$ cat config.mk
export PLATFORM = sky130hd
export DESIGN_NAME = mem_ctrl
export DESIGN_NICKNAME = d
export VERILOG_FILES = /design/src/rtl/mem_ctrl.sv
export SDC_FILE = /design/constraint.sdc
export NUM_CORES = 1
export LEC_CHECK = 0
export CORE_ASPECT_RATIO = 1.2
export CORE_MARGIN = 2
export CORE_UTILIZATION = 48
export DETAILED_ROUTE_END_ITERATION = 10
export PLACE_DENSITY = 0.9
export SYNTH_ARGS = -nofsm -noshare
export SYNTH_HDL_FRONTEND = slang
export SYNTH_SLANG_ARGS = --single-unit
$ cat constraint.sdc
create_clock -name clk -period 2.5 [get_ports clk]
set_input_delay 0.375 -clock clk [delete_from_list [all_inputs] [get_ports clk]]
set_output_delay 0.375 -clock clk [all_outputs]
set_load 0.005 [all_outputs]
$ cat src/rtl/mem_ctrl.sv
// mem_ctrl: shares one byte-wide RAM port between instruction fetch and the
// MEM stage. Each request is serialised into consecutive byte accesses;
// read bytes are assembled little-endian into a zero-extended word.

// One byte lane of the read assembly buffer.
module mem_ctrl_lane (
  input  logic       clk,
  input  logic       rst,
  input  logic       clr,
  input  logic       cap,
  input  logic [7:0] din,
  output logic [7:0] nxt
);
  logic [7:0] q;

  // Post-edge lane value, so the final byte joins the word on the edge it arrives.
  always_comb nxt = cap ? din : q;

  // Hold the captured byte; cleared at every grant so unread bytes stay zero.
  always_ff @(posedge clk) begin
    if (!rst || clr) q <= '0;
    else             q <= nxt;
  end
endmodule

module mem_ctrl #(
  parameter int ADDR_W = 32
) (
  input  logic              clk,
  input  logic              rst,
  input  logic              if_req,
  input  logic [ADDR_W-1:0] if_addr,
  input  logic              if_flush,
  output logic [31:0]       if_inst,
  output logic              if_done,
  input  logic              mem_req,
  input  logic              mem_we,
  input  logic [1:0]        mem_len,
  input  logic [ADDR_W-1:0] mem_addr,
  input  logic [31:0]       mem_wdata,
  output logic [31:0]       mem_rdata,
  output logic              mem_done,
  output logic [ADDR_W-1:0] ram_addr,
  output logic              ram_we,
  output logic [7:0]        ram_dout,
  input  logic [7:0]        ram_din,
  output logic              stall_req
);
  localparam int NUM_LANES = 4;

  typedef enum logic [1:0] {IDLE, ACCESS, WAIT, DONE} state_t;

  // Transaction latched at the grant edge.
  typedef struct packed {
    logic              src_mem;
    logic              we;
    logic [2:0]        n;
    logic [ADDR_W-1:0] base;
    logic [31:0]       wdata;
  } xact_t;

  state_t                       state, state_nxt;
  xact_t                        xa, xa_nxt;
  logic [2:0]                   k, k_nxt;
  logic                         grant, abort, last_byte;
  logic                         cap_vld;
  logic [1:0]                   cap_k;
  logic [NUM_LANES-1:0]         lane_cap;
  logic [NUM_LANES-1:0][7:0]    lane_nxt;
  logic [31:0]                  rd_word;

  // Arbitration (MEM over IF), byte sequencing and IF flush abort.
  always_comb begin
    state_nxt = state;
    xa_nxt    = xa;
    grant     = 1'b0;
    abort     = 1'b0;
    last_byte = (k == xa.n - 3'd1);
    case (state)
      IDLE: begin
        if (mem_req) begin
          grant          = 1'b1;
          xa_nxt.src_mem = 1'b1;
          xa_nxt.we      = mem_we;
          xa_nxt.n       = (mem_len == 2'b00) ? 3'd1 :
                           (mem_len == 2'b01) ? 3'd2 : 3'd4;
          xa_nxt.base    = mem_addr;
          xa_nxt.wdata   = mem_wdata;
        end else if (if_req && !if_flush) begin
          grant          = 1'b1;
          xa_nxt.src_mem = 1'b0;
          xa_nxt.we      = 1'b0;
          xa_nxt.n       = 3'd4;
          xa_nxt.base    = if_addr;
          xa_nxt.wdata   = '0;
        end
        if (grant) state_nxt = ACCESS;
      end
      ACCESS:  if (last_byte) state_nxt = xa.we ? DONE : WAIT;
      WAIT:    state_nxt = DONE;
      DONE:    state_nxt = IDLE;
      default: state_nxt = IDLE;
    endcase
    // A flush kills any fetch in flight; MEM transactions ignore it.
    if (state != IDLE && !xa.src_mem && if_flush) begin
      abort     = 1'b1;
      state_nxt = IDLE;
    end
  end

  // Byte index advances only while staying in ACCESS; every entry starts at 0.
  always_comb k_nxt = (state == ACCESS && state_nxt == ACCESS) ? k + 3'd1 : 3'd0;

  // State, transaction context, read-capture tracking and result registers.
  always_ff @(posedge clk) begin
    if (!rst) begin
      state     <= IDLE;
      xa        <= '0;
      k         <= '0;
      cap_vld   <= 1'b0;
      cap_k     <= '0;
      if_inst   <= '0;
      mem_rdata <= '0;
    end else begin
      state   <= state_nxt;
      xa      <= xa_nxt;
      k       <= k_nxt;
      // RAM returns data one cycle after the address, so remember which byte is due.
      cap_vld <= (state == ACCESS) && !xa.we && !abort;
      cap_k   <= k[1:0];
      if (state == WAIT && !abort) begin
        if (xa.src_mem) mem_rdata <= rd_word;
        else            if_inst   <= rd_word;
      end
    end
  end

  for (genvar i = 0; i < NUM_LANES; i++) begin : g_lane
    assign lane_cap[i] = cap_vld && (cap_k == 2'(i));
    mem_ctrl_lane u_lane (
      .clk (clk),
      .rst (rst),
      .clr (grant),
      .cap (lane_cap[i]),
      .din (ram_din),
      .nxt (lane_nxt[i])
    );
  end

  assign rd_word = lane_nxt;

  // RAM port is driven only during ACCESS; quiet otherwise.
  always_comb begin
    ram_addr = '0;
    ram_we   = 1'b0;
    ram_dout = '0;
    if (state == ACCESS) begin
      ram_addr = xa.base + ADDR_W'(k);
      ram_we   = xa.we;
      ram_dout = xa.wdata[{k[1:0], 3'b000} +: 8];
    end
  end

  assign if_done   = (state == DONE) && !xa.src_mem && !if_flush;
  assign mem_done  = (state == DONE) && xa.src_mem;
  assign stall_req = (if_req & ~if_done) | (mem_req & ~mem_done);

endmodule

==> results.txt, run 1 <==
outcome -> finished, violations left
failing checks -> setup timing
Synth async-reset ratio -> 0%
post-layout min period -> 2.652 ns
maximum fanout along the worst path -> 4
worst-skew pair later-pin latency -> 0.43 ns
Num CTS Buffers -> 17
DP Wirelength -> 15.32 mm
post-synth top area share -> 45.55%
# Max-Cap Violations -> 0
global route overflow -> 0
Power Density -> 583.1 mW/mm^2
# hold bufs at CTS -> 0
TritonCTS clock tree -> done
most common cell in the synthesized netlist -> dfxtp_1
RSZ-0062 raised after global routing -> true
clk buf depth -> 2
WL per Instance -> 18.56 um
fmax -> 377.0 MHz
dominant cell type by area after synthesis -> dfxtp_1
slowest stage delay, CP -> 0.34 ns
PortBufs -> 219
Switching Share -> 26.98%
Worst EP required -> 2.12 ns
min-delay worst type -> input port to flip-flop
number of synthesized register bits -> 173
Logic pwr share -> 12.7%
vias in the first global route -> 7099
internal cell power -> 4774 uW
total power -> 6538 uW
Cell Area, Placed -> 0.01031 sq mm
DR pass1 iterations -> 5
Synth top cells by count -> dfxtp_1 (173), nand2_1 (121), o211a_1 (93)
CP delay by family, top -> simple AND/OR/NAND/NOR gates
Seq pwr share -> 44.8%
Post-Syn Area -> 0.007604 sq mm
largest net degree at the start of global routing -> 67
DRC -> 0
first-pass GRT wire length -> 36.39 mm
Total GRT Usage -> 26.97%
worst path cell trace -> ha_4 -> buf_6 -> a21o_4 -> nand4_1 -> buf_4 -> or3_4 -> a21oi_2 -> buf_2
Top FF cell, synth -> dfxtp_1
layout cells sized above 1 -> 18.24%
Least-Margin Pin Slew -> 0.6301 ns
Sinks on Clock Net -> 173
Design Area, Final -> 0.01121 sq mm
# H-tree levels -> 4
crit end category -> primary output
area delta synth->final -> 47.46%
Total Wirelength -> 23.09 mm
Mapped Cells -> 774
Ports -> 220
Clock Skews -> 0.01371 ns
Post-Place Worst Slack -> -0.1607 ns
ANT cells -> 0
gpl congestion -> 0.9161
Worst-path clk slew -> 0.08 ns
die width -> 118.9 um
root buffer cell -> clkbuf_16
endpoints failing hold -> 0
Net Sw Power -> 1764 uW
Placement Rows -> 50
Die ar. -> 0.01687 sq mm
initial antenna violation count -> 0
Peak VDD IR -> 0.4859 mV
fin crit share -> 106.1%
Clock Power Share -> 42.5%
Die H -> 141.9 um
Slew HR -> 57.99%
Starting DRT DRC Count -> 465
synth top area cells -> dfxtp_1 (46%), o211a_1 (12%), mux2i_1 (9.0%), nand2_1 (6.0%), a22o_1 (3.8%)
post-route setup slack -> -0.1523 ns
Ys Warns -> 0
Synth Net Count -> 892
Leak -> 0.005575 uW
Vias/cell -> 5.582
CP Buf/Inv Count -> 3
Startpoint Class -> flip-flop
core area -> 0.01558 sq mm
Initial Util -> 48.81%
via count -> 6944
Antenna Nets Post-Route -> 0
Post-synth EDFFs -> 0
Final setup viols -> 17
Max Slew Vio Count -> 0
CP max-delay cell -> dfxtp_2
final net count -> 1141
unique cell type count in the Yosys netlist -> 46
CP Data Arrival Time -> 2.28 ns
mean area per synthesized cell -> 9.824 sq um
Seq/Total Area, Yosys -> 45.55%
WS Path Type -> flip-flop to primary output
==> repair_timing <==
item	4_1_cts	5_1_grt
endpoints found under the setup margin	38	33
gates cloned	1	0
pin swaps	40	22
resized for setup	146	33
hold endpoints to repair	0	0
setup buffers	13	2
==> stage by stage <==
stage / setup TNS, ns / utilization [%] / hold WS [ns] / std cells
2_1_floorplan: 0 / - / 0.4365 / 774
3_3_place_gp: -0.8972 / 66.16 / 0.4516 / 1198
3_5_place_dp: -1.542 / 66.16 / 0.4539 / 1198
4_1_cts: -1.598 / 71.73 / 0.4159 / 1243
5_1_grt: -2.584 / 71.98 / 0.4275 / 1244
6_report: -1.474 / 71.98 / 0.4311 / 1244
==> cells by family (layout without fill, tap and decap cells) <==
logic type               after synthesis  after routing  synth area share [%]
AND/OR/NAND/NOR                      260            260                 16.49
AO/OA/AOI/OAI                        172            173                 19.78
multiplexers                          76             76                 11.32
adder cells (fa/ha/maj)                6              6                 1.086
buffers and inverters                 72            333                 3.851
flip-flops                           173            173                 45.55
XOR/XNOR                              15             15                 1.925
==> final timing paths <==
check             cells past startpoint      endpoint  slack [ns]   start
setup / recovery                      8  ram_addr[16]       -0.15    k[2]
hold / removal                        2        xa[58]        0.43     rst
setup reg to reg                      6          k[2]        0.73  xa[64]
hold reg to reg                       1        xa[16]        0.47  xa[16]
==> layout make-up <==
class | instances | area, sq um
Fill cell | 1067 | 4365
Sequential cell | 173 | 3475
Clock buffer | 17 | 425.4
Tap cell | 208 | 260.3
Inverter | 12 | 45.04
Timing Repair Buffer | 289 | 2691
Multi-Input combinational cell | 530 | 4105
Clock inverter | 15 | 210.2
==> flip-flops by register name, summed over array words and instances (netlist names) <==
name,count
cap_k,2
cap_vld,1
if_inst,32
state,2
g_lane.u_lane.q,32
k,3
mem_rdata,32
xa,69
==> per-layer routing <==
metal	part of all wire, %	routed length (um)	up-vias	global-route usage (%)
li1	-	-	3291	-
met1	39	8958	3278	29.56
met2	50	11630	313	49.43
met3	7.7	1778	62	6.953
met4	3.1	725	0	10.96
met5	0	0	-	0
==> worst register-to-register path, delay by kind of cell (launching register included) <==
kind | cells | cell delay [ns]
xor gates and xnor gates | 1 | 0.29
AOI/OAI and AO/OA | 1 | 0.36
DFF | 1 | 0.35
adders and majority gates | 1 | 0.21
and+or+nand+nor | 2 | 0.38
buffers and inverters | 1 | 0.06
==> power by group through the flow <==
| stage | clock, uW | combinational [uW] | sequential [uW] |
|---|---|---|---|
| after floorplan | 0 | 371 | 2980 |
| after global placement | 0 | 789 | 2980 |
| after detailed placement | 0 | 807 | 2980 |
| after CTS | 2810 | 816 | 2920 |
| after global routing | 2930 | 887 | 2940 |
| final | 2780 | 830 | 2930 |
==> cells in the final DEF, fill, tap and decap left out, types with 6 or more instances in the layout <==
master,synthesis,final
a21oi_1,19,12
a22o_1,33,33
and2_1,18,17
and3_1,8,7
buf_12,0,6
buf_2,18,24
buf_4,0,55
buf_6,0,10
clkbuf_16,0,17
clkdlybuf4s50_1,0,184
dfxtp_1,173,166
dfxtp_2,0,6
inv_1,12,12
mux2i_1,68,68
mux4_2,8,8
nand2_1,121,119
nand3_1,11,9
nand4_1,9,9
nor2_1,47,46
o211a_1,93,93
o31ai_1,10,8
or4_1,11,6
xnor2_1,9,9
Power figures use the tool's default switching activity.
==> inputs of run 2 (changes only) <==
CORE_UTILIZATION = 49   (was 48)
SYNTH_HIERARCHICAL = 1   (was default)
==> run 2 against run 1 <==
Net effect:
- largest power group unchanged
- sequential power hardly changed
- utilization is 1.7 points higher
- critical endpoint is now ram_addr[26]
- the flow still finishes with violations (setup timing)
- clock skew fell by 0.0051 ns
- first-iteration DRC count grew 32%
- critical path type unchanged
- final cell count increased by 10%
- sequential cell count stayed put
==> results.txt, run 2 <==
dominant cell type by area after synthesis -> dfxtp_1
Top FF cell, synth -> dfxtp_1
commonest cells after routing, fill and taps aside -> nand2_1 (181), clkdlybuf4s50_1 (178), dfxtp_1 (161), buf_4 (75), nor2b_1 (66)
Sinks on Clock Net -> 173
Worst-path clk slew -> 0.07 ns
Die H -> 145.3 um
gpl congestion -> 0.9244
Total GRT Usage -> 27.68%
Clock Skews -> 0.008590 ns
setup TNS -> -4.446 ns
Leak -> 0.004957 uW
DR pass1 iterations -> 5
Post-Syn Area -> 0.008150 sq mm
unique cell type count in the Yosys netlist -> 56
compound-gate portion of the synthesized area -> 16.29%
Switching Share -> 25.84%
Num CTS Buffers -> 17
mean area per synthesized cell -> 9.262 sq um
main combinational cell family by area after synthesis -> simple AND/OR/NAND/NOR gates
initial antenna violation count -> 0
Least-Margin Pin Slew -> 0.7032 ns
first-pass GRT wire length -> 39.16 mm
PortBufs -> 219
Post-Synth Adder-Cell Area -> 1.013%
internal cell power -> 4793 uW
WL per Instance -> 19.01 um
Seq pwr share -> 45.5%
Seq/Total Area, Yosys -> 42.49%
Starting DRT DRC Count -> 613
endpoints failing hold -> 0
Synth top cells by count -> nand2_1 (183), dfxtp_1 (173), nor2b_1 (66)
Total Wirelength -> 26.12 mm
largest reg by FF count -> xa
WS Path Type -> flip-flop to primary output
CP Data Arrival Time -> 2.51 ns
crit end category -> primary output
Die ar. -> 0.01769 sq mm
Worst EP required -> 2.12 ns
min-delay worst type -> input port to flip-flop
commonest non-fill, non-tap cell in the layout -> nand2_1
Net Sw Power -> 1670 uW
Placement Rows -> 51
fmax -> 346.6 MHz
fin crit share -> 115.4%
Startpoint Class -> flip-flop
Ports -> 220
Logic pwr share -> 14.4%
# Max-Cap Violations -> 0
root buffer cell -> clkbuf_16
maximum fanout along the worst path -> 4
Max Slew Vio Count -> 0
number of synthesized register bits -> 173
max reg flops -> 69
# hold bufs at CTS -> 0
post-synth top area share -> 42.49%
Post-synth EDFFs -> 0
via count -> 7855
clk buf depth -> 2
ANT cells -> 0
# H-tree levels -> 4
Final setup viols -> 24
Ys Warns -> 6
multiplexer share of the synthesized area -> 12.40%
Synth async-reset ratio -> 0%
worst-skew pair later-pin latency -> 0.42 ns
area delta synth->final -> 47.07%
DRC -> 0
post-route setup slack -> -0.3850 ns
Antenna Nets Post-Route -> 0
Peak VDD IR -> 0.4168 mV
failing checks -> setup timing
die width -> 121.7 um
Initial Util -> 50.09%
Power Density -> 539.2 mW/mm^2
TritonCTS clock tree -> done
layout cells sized above 1 -> 22.81%
most common cell in the synthesized netlist -> nand2_1
Synth Net Count -> 998
Hold Slack -> 0.4451 ns
vias in the first global route -> 7906
outcome -> finished, violations left
Slew HR -> 52.38%
largest net degree at the start of global routing -> 61
Simple-Gate Fraction of Synth Area -> 22.24%
final net count -> 1268
Vias/cell -> 5.717
Mapped Cells -> 880
post-layout min period -> 2.885 ns
post-synthesis xor/xnor area fraction -> 1.781%
RSZ-0062 raised after global routing -> true
Clock Power Share -> 40.1%
DP Wirelength -> 16.36 mm
synth top area cells -> dfxtp_1 (42%), nand2_1 (8.4%), mux2_4 (5.9%), nor2b_1 (5.1%), a21boi_0 (4.8%)
core area -> 0.01627 sq mm
global route overflow -> 0
==> run 2: cell types whose count changed after synthesis, sizes merged, moves of 5 or more <==
| cell | before | now |
|---|---|---|
| nor2b | 4 | 70 |
| o211a | 93 | 28 |
| a21boi | 0 | 64 |
| nand2 | 121 | 183 |
| a22oi | 0 | 34 |
| a22o | 33 | 0 |
| mux2i | 68 | 35 |
| mux2 | 0 | 32 |
| nor2 | 47 | 19 |
| buf | 20 | 10 |
| clkbuf | 40 | 50 |
| nand2b | 4 | 9 |
==> run 2: routing by layer <==
layer  GRT usage [%]  vias to the layer above  share of wire, %
met1           31.27                     3763                38
met5               0                        -                 0
li1                -                     3605                 -
met2           48.65                      393                52
met4           13.22                        0               4.0
met3           6.211                       94               6.1
==> run 2: path summary, 6_finish.rpt <==
kind,startpoint,end,slack (ns),depth (start not counted)
max,k[2],ram_addr[26],-0.39,8
min,rst,xa[66],0.45,2
max reg2reg,k[0],k[1],0.37,7
min reg2reg,mem_rdata[29],mem_rdata[29],0.45,2
==> run 2: layout make-up <==
cell class | instances | area, sq um
Clock inverter | 12 | 128.9
Clock buffer | 19 | 452.9
Tap cell | 212 | 265.3
Fill cell | 1094 | 4285
Multi-Input combinational cell | 633 | 4746
Sequential cell | 173 | 3483
Inverter | 14 | 52.55
Timing Repair Buffer | 311 | 2858
==> run 2: power by group through the flow <==
| stage | Sequential, uW | Combinational, uW | Clock (uW) |
|---|---|---|---|
| floorplan | 2980 | 410 | 0 |
| global placement | 2980 | 825 | 0 |
| detailed placement | 2980 | 844 | 0 |
| CTS | 2930 | 854 | 2620 |
| global route | 2940 | 985 | 2760 |
| finish | 2940 | 928 | 2590 |
==> run 2: cells by family after synthesis <==
logic type | count (synthesis)
and+or+nand+nor | 362
AOI/OAI and AO/OA | 175
DFF | 173
muxes | 75
buffers and inverters | 74
xor gates and xnor gates | 15
adders and majority gates | 6
==> run 2: timing repair <==
| item | CTS | global route |
|---|---|---|
| pin swaps | 38 | 29 |
| buffers inserted | 15 | 16 |
| gates cloned | 0 | 1 |
| resized for setup | 159 | 61 |
| setup endpoints to repair | 39 | 38 |
==> run 2: stage by stage <==
| stage | worst slack (ns) | cell area [sq um] | util [%] | std cells | total power [uW] |
|---|---|---|---|---|---|
| 6_report | -0.3850 | 11990 | 73.66 | 1374 | 6463 |
| 5_1_grt | -0.4537 | 11990 | 73.66 | 1374 | 6691 |
| 4_1_cts | -0.3745 | 11640 | 71.51 | 1359 | 6398 |
| 3_5_place_dp | -0.4648 | 10850 | 66.71 | 1314 | 3827 |
| 3_3_place_gp | -0.3716 | 10850 | 66.71 | 1314 | 3801 |
| 2_1_floorplan | 0.04352 | 8150 | - | 880 | 3387 |
==> run 2: critical path, cell delays in order, from the launching register on <==
cell     delay, ns
dfxtp_4       0.36
ha_4          0.32
buf_4         0.14
a21oi_2       0.05
or4_4         0.47
buf_6         0.15
or3_1         0.32
a21oi_2       0.15
buf_2         0.13
